$ cat src/rtl/gcd_pkg.sv
// Shared types and constants for the GCD requester.
// State encoding and default sizing live here.
package gcd_pkg;

  localparam int GCD_WIDTH   = 5;
  localparam int GCD_TIMEOUT = 64;

  typedef enum logic [2:0] {
    ST_IDLE,
    ST_LOAD,
    ST_ARM,
    ST_WAIT,
    ST_CAPTURE
  } state_e;

  function automatic logic is_busy(state_e s);
    return s != ST_IDLE;
  endfunction

endpackage

$ cat src/rtl/gcd_requester_rise_detect.sv
// Registered rising-edge detector for the go button.
// History resets to 1 so a held level never fires.
module rise_detect (
  input  logic clk,
  input  logic reset,
  input  logic d,
  output logic rise
);

  logic prev_q;
  logic prev_d;

  // next history value is simply the current level
  always_comb prev_d = d;

  // history flop, reset high to mask a held button
  always_ff @(posedge clk) begin
    if (reset) prev_q <= 1'b1;
    else       prev_q <= prev_d;
  end

  // edge is current high with previous low
  always_comb rise = d & ~prev_q;

endmodule

$ cat src/rtl/gcd_requester.sv
// Initiator for the GCD core load/done handshake.
// Screens zero operands, guards with a watchdog.
module gcd_requester
  import gcd_pkg::*;
#(
  parameter int WIDTH   = GCD_WIDTH,
  parameter int TIMEOUT = GCD_TIMEOUT
) (
  input  logic             clk,
  input  logic             reset,
  input  logic             go,
  input  logic [WIDTH-1:0] a_sw,
  input  logic [WIDTH-1:0] b_sw,
  output logic             core_load,
  output logic [WIDTH-1:0] core_a,
  output logic [WIDTH-1:0] core_b,
  input  logic [WIDTH-1:0] core_result,
  input  logic             core_done,
  output logic [WIDTH-1:0] result,
  output logic             valid,
  output logic             busy,
  output logic             timeout_err,
  output logic [7:0]       op_count
);

  localparam int CW = $clog2(TIMEOUT + 1);
  // LOAD cycle counts toward the budget and
  // the exit is registered, hence the -2.
  localparam logic [CW-1:0] TERM = CW'(TIMEOUT - 2);

  state_e           state_q, state_d;
  logic [CW-1:0]    cnt_q, cnt_d;
  logic             load_q, load_d;
  logic [WIDTH-1:0] a_q, a_d;
  logic [WIDTH-1:0] b_q, b_d;
  logic [WIDTH-1:0] result_q, result_d;
  logic             valid_q, valid_d;
  logic             busy_q, busy_d;
  logic             terr_q, terr_d;
  logic [7:0]       ops_q, ops_d;

  logic go_rise;
  logic zero_op;
  logic waiting;
  logic tmo_hit;

  rise_detect u_go_edge (
    .clk   (clk),
    .reset (reset),
    .d     (go),
    .rise  (go_rise)
  );

  // request screening and watchdog terminal count
  always_comb begin
    zero_op = (a_sw == '0) || (b_sw == '0);
    waiting = (state_q == ST_ARM) || (state_q == ST_WAIT);
    tmo_hit = waiting && (cnt_q == TERM);
  end

  // state register
  always_ff @(posedge clk) begin
    if (reset) state_q <= ST_IDLE;
    else       state_q <= state_d;
  end

  // next-state logic; timeout beats a same-cycle done
  always_comb begin
    state_d = state_q;
    unique case (state_q)
      ST_IDLE: begin
        if (go_rise && !zero_op) state_d = ST_LOAD;
      end
      ST_LOAD: state_d = ST_ARM;
      ST_ARM: begin
        if (tmo_hit)         state_d = ST_IDLE;
        else if (!core_done) state_d = ST_WAIT;
      end
      ST_WAIT: begin
        if (tmo_hit)        state_d = ST_IDLE;
        else if (core_done) state_d = ST_CAPTURE;
      end
      ST_CAPTURE: state_d = ST_IDLE;
      default:    state_d = ST_IDLE;
    endcase
  end

  // output and datapath next values
  always_comb begin
    cnt_d    = cnt_q;
    load_d   = 1'b0;
    a_d      = a_q;
    b_d      = b_q;
    result_d = result_q;
    valid_d  = valid_q;
    terr_d   = terr_q;
    ops_d    = ops_q;
    busy_d   = is_busy(state_d);
    unique case (state_q)
      ST_IDLE: begin
        if (go_rise) begin
          a_d     = a_sw;
          b_d     = b_sw;
          valid_d = 1'b0;
          terr_d  = 1'b0;
          if (zero_op) begin
            result_d = a_sw | b_sw;
            valid_d  = 1'b1;
            ops_d    = ops_q + 8'd1;
          end else begin
            load_d = 1'b1;
            cnt_d  = '0;
          end
        end
      end
      ST_ARM, ST_WAIT: begin
        cnt_d = cnt_q + 1'b1;
        if (tmo_hit) begin
          terr_d   = 1'b1;
          result_d = '0;
          valid_d  = 1'b0;
        end
      end
      ST_CAPTURE: begin
        result_d = core_result;
        valid_d  = 1'b1;
        ops_d    = ops_q + 8'd1;
      end
      default: ;
    endcase
  end

  // registered outputs and transaction state
  always_ff @(posedge clk) begin
    if (reset) begin
      cnt_q    <= '0;
      load_q   <= 1'b0;
      a_q      <= '0;
      b_q      <= '0;
      result_q <= '0;
      valid_q  <= 1'b0;
      busy_q   <= 1'b0;
      terr_q   <= 1'b0;
      ops_q    <= '0;
    end else begin
      cnt_q    <= cnt_d;
      load_q   <= load_d;
      a_q      <= a_d;
      b_q      <= b_d;
      result_q <= result_d;
      valid_q  <= valid_d;
      busy_q   <= busy_d;
      terr_q   <= terr_d;
      ops_q    <= ops_d;
    end
  end

  assign core_load   = load_q;
  assign core_a      = a_q;
  assign core_b      = b_q;
  assign result      = result_q;
  assign valid       = valid_q;
  assign busy        = busy_q;
  assign timeout_err = terr_q;
  assign op_count    = ops_q;

endmodule

$ cat config.mk
export PLATFORM = sky130hd
export DESIGN_NAME = gcd_requester
export DESIGN_NICKNAME = d
export VERILOG_FILES = /design/src/rtl/gcd_pkg.sv /design/src/rtl/gcd_requester_rise_detect.sv /design/src/rtl/gcd_requester.sv
export SDC_FILE = /design/constraint.sdc
export NUM_CORES = 1
export LEC_CHECK = 0
export ABC_AREA = 0
export ABC_CLOCK_PERIOD_IN_PS = 1800
export BUFFER_PORTS_ARGS = -buffer_cell sky130_fd_sc_hd__buf_2
export CORE_UTILIZATION = 49
export CTS_CLUSTER_DIAMETER = 80
export DETAILED_ROUTE_END_ITERATION = 7
export GPL_TIMING_DRIVEN = 0
export PLACE_DENSITY = 0.76
export RECOVER_POWER = 100
export SLEW_MARGIN = 10
export SYNTH_ARGS = -nofsm -noshare
export SYNTH_HDL_FRONTEND = slang
export SYNTH_SLANG_ARGS = --single-unit
$ cat constraint.sdc
create_clock -name clk -period 1.8 [get_ports clk]
set_input_delay 0.27 -clock clk [delete_from_list [all_inputs] [get_ports clk]]
set_output_delay 0.27 -clock clk [all_outputs]
set_load 0.02 [all_outputs]
==> flow_summary.yaml <==
outcome:
  outcome: "finished, final reports clean"
sta:
  skew_ns: 0.00363
  period_share_pct: 99.2
  tns_ns: 0
  worstMarginPinSlew_ns: 0.547
  slew_viol_final: 0
  rsz0062_at_grt: "yes"
  slew_headroom_pct: 63.6
  max_freq_mhz: 560
  hold_viol: 0
  setup_viol: 0
  fin_crit_ns: 1.79
  worst_slack_ns: 0.0136
final_layout:
  finalNetCount: 331
  area_growth_pct: 19.8
  mostFrequentLayoutCells: "clkbuf_1 (37), dfxtp_1 (32), a21oi_1 (24), nor2_1 (22), buf_2 (19)"
  n_antenna_cell: 0
  drive_gt1_share_pct: 21.7
  final_cell_area_sq_um: 2540
  post-route-util_pct: 62.1
  final_common_cell: "clkbuf_1"
  fillCellCount: 369
synthesis:
  synthArstFlopShare_pct: 0
  synth_edf_count: 0
  ys_seq_area_share_pct: 35.9
  ys.flop_type: "dfxtp_1"
  syn_nets: 277
  syn_inst: 255
  synth_cell_types: 46
  syn_area_per_cell_sq_um: 8.30
  netlist_area_sq_um: 2120
  ys.warnings.count: 0
  ys_ff_latch: 38
drt:
  drc_errors: 0
  wl_per_cell_microns: 14.4
  via_per_inst: 5.72
  antenna_left: 0
  wirelength_microns: 5180
  drt_iter0_drc: 126
  vias: 2054
  dr.pass1.iters: 4
global_route:
  grt_usage_pct: 23.0
  grt_pass1_vias: 1754
  grt_max_degree: 12
  grt_overflow: 0
  antenna_found_initial: 0
  grt_first_pass_wirelength_microns: 7960
floorplan:
  io_pins: 46
  fp-row-count: 23
  core_sq_um: 4090
  die_x_microns: 67.7
  die_height_microns: 67.7
  start_util_pct: 51.8
  dieArea_sq_um: 4590
cts:
  numCtsBuffers: 5
  root_buffer: "clkbuf_8"
  cts.path.max_buffers: 2
  clk_pin_slew_ns: 0.07
  cts_tree: "built"
  cts.sinks: 38
  htreeDepth: 2
  clk_latency_ns: 0.28
critical_path:
  cp-end-kind: "flop"
  crit_type: "input port to flop"
  cp.required_ns: 1.97
  path_max_fanout: 9
  worstPathArrival_ns: 1.96
  crit_path_start_kind: "input port"
power_and_ir_drop:
  p_leak_nw: 0.928
  peakVddDrop_v: 0.000588
  powerDensity_nw_per_um2: 651
  p_total_w: 0.00165
run:
  cap_violations: 0
placement:
  portBuffers: 44
  place_area_sq_um: 2400
  gp_congestion: 0.854
  post-dp-hpwl_microns: 3610
  dpl_worst_slack_ns: -0.313
min_path:
  min_path_type: "input port to flop"
==> final cells by class <==
class	instances	area, sq um	share of cell area [%]
multi-input combinational	191	1290	51.0
sequential	38	773	30.5
timing repair buffer	49	224	8.83
buffer	18	82.6	3.26
clock buffer	5	68.8	2.71
tap	50	62.6	2.47
inverter	6	22.5	0.888
clock inverter	2	10.0	0.395
==> layer usage <==
metal | vias to the layer above | part of all wire, % | GRT usage [%]
li1 | 1021 | - | -
met1 | 959 | 46 | 29.7
met3 | 6 | 5.9 | 4.73
met5 | - | 0 | 0
met2 | 68 | 47 | 37.9
met4 | 0 | 1.0 | 7.71
==> flip-flops by register name, summed over array words and instances (netlist names), 3 cells and up <==
signal and flops:
result 5, op_count 8, state_q 3, core_b 5, core_a 5, cnt_q 7
==> critical path, cell delays in order <==
cell       delay, ns
buf_2           0.12
or4_4           0.54
o22a_1          0.22
buf_6           0.15
a2111oi_4       0.31
mux2_4          0.33
==> worst paths after layout <==
check | start | end | slack, ns | depth (start not counted)
max | b_sw[0] | op_count[7] | 0.01 | 6
min | go | u_go_edge.prev_q | 0.19 | 2
max reg2reg | cnt_q[0] | result[4] | 0.03 | 6
min reg2reg | core_b[1] | core_b[1] | 0.45 | 2
==> metrics by stage <==
stage	std cells	hold WS (ns)
floorplan	255	0.377
detailed placement	349	0.443
CTS	354	0.178
global placement	349	0.445
finish	359	0.189
global route	359	0.190
==> cell families after synthesis <==
kind of cell    count (synthesis)  synth area share, %
simple gates                  103                 25.9
compound gates                 68                 21.7
flops                          38                 35.9
buf+inv                        26                 5.02
mux                            17                 9.63
fa+ha+maj                       3                 1.77
==> power breakdown <==
group / switching, W / internal, W
combinational: 0.000151 / 0.0000904
sequential: 0.0000139 / 0.000858
clock: 0.000278 / 0.000260
total: 0.000443 / 0.00121
==> Yosys cell counts (6+ instances only) <==
| master | count | share of area (%) |
|---|---|---|
| a211oi_1 | 7 | 2.5 |
| a21oi_1 | 24 | 5.7 |
| clkbuf_1 | 17 | 3.0 |
| dfxtp_1 | 38 | 36 |
| inv_1 | 6 | 1.1 |
| nand2_1 | 17 | 3.0 |
| nand2b_1 | 6 | 1.8 |
| nand3_1 | 15 | 3.5 |
| nor2_1 | 22 | 3.9 |
| nor2b_1 | 16 | 4.7 |
| nor3b_1 | 6 | 2.1 |
| o21a_1 | 7 | 2.5 |
| o21ai_0 | 13 | 3.1 |
==> timing repair <==
| action | 4_1_cts | 5_1_grt |
|---|---|---|
| pin swaps | 2 | 4 |
| endpoints found under the setup margin | 26 | 28 |
| setup buffers | 0 | 5 |
| hold endpoints to repair | 0 | 0 |
| resized for setup | 6 | 22 |
| hold buffers | 0 | 0 |
No activity file was read; power rests on OpenSTA's default activity.
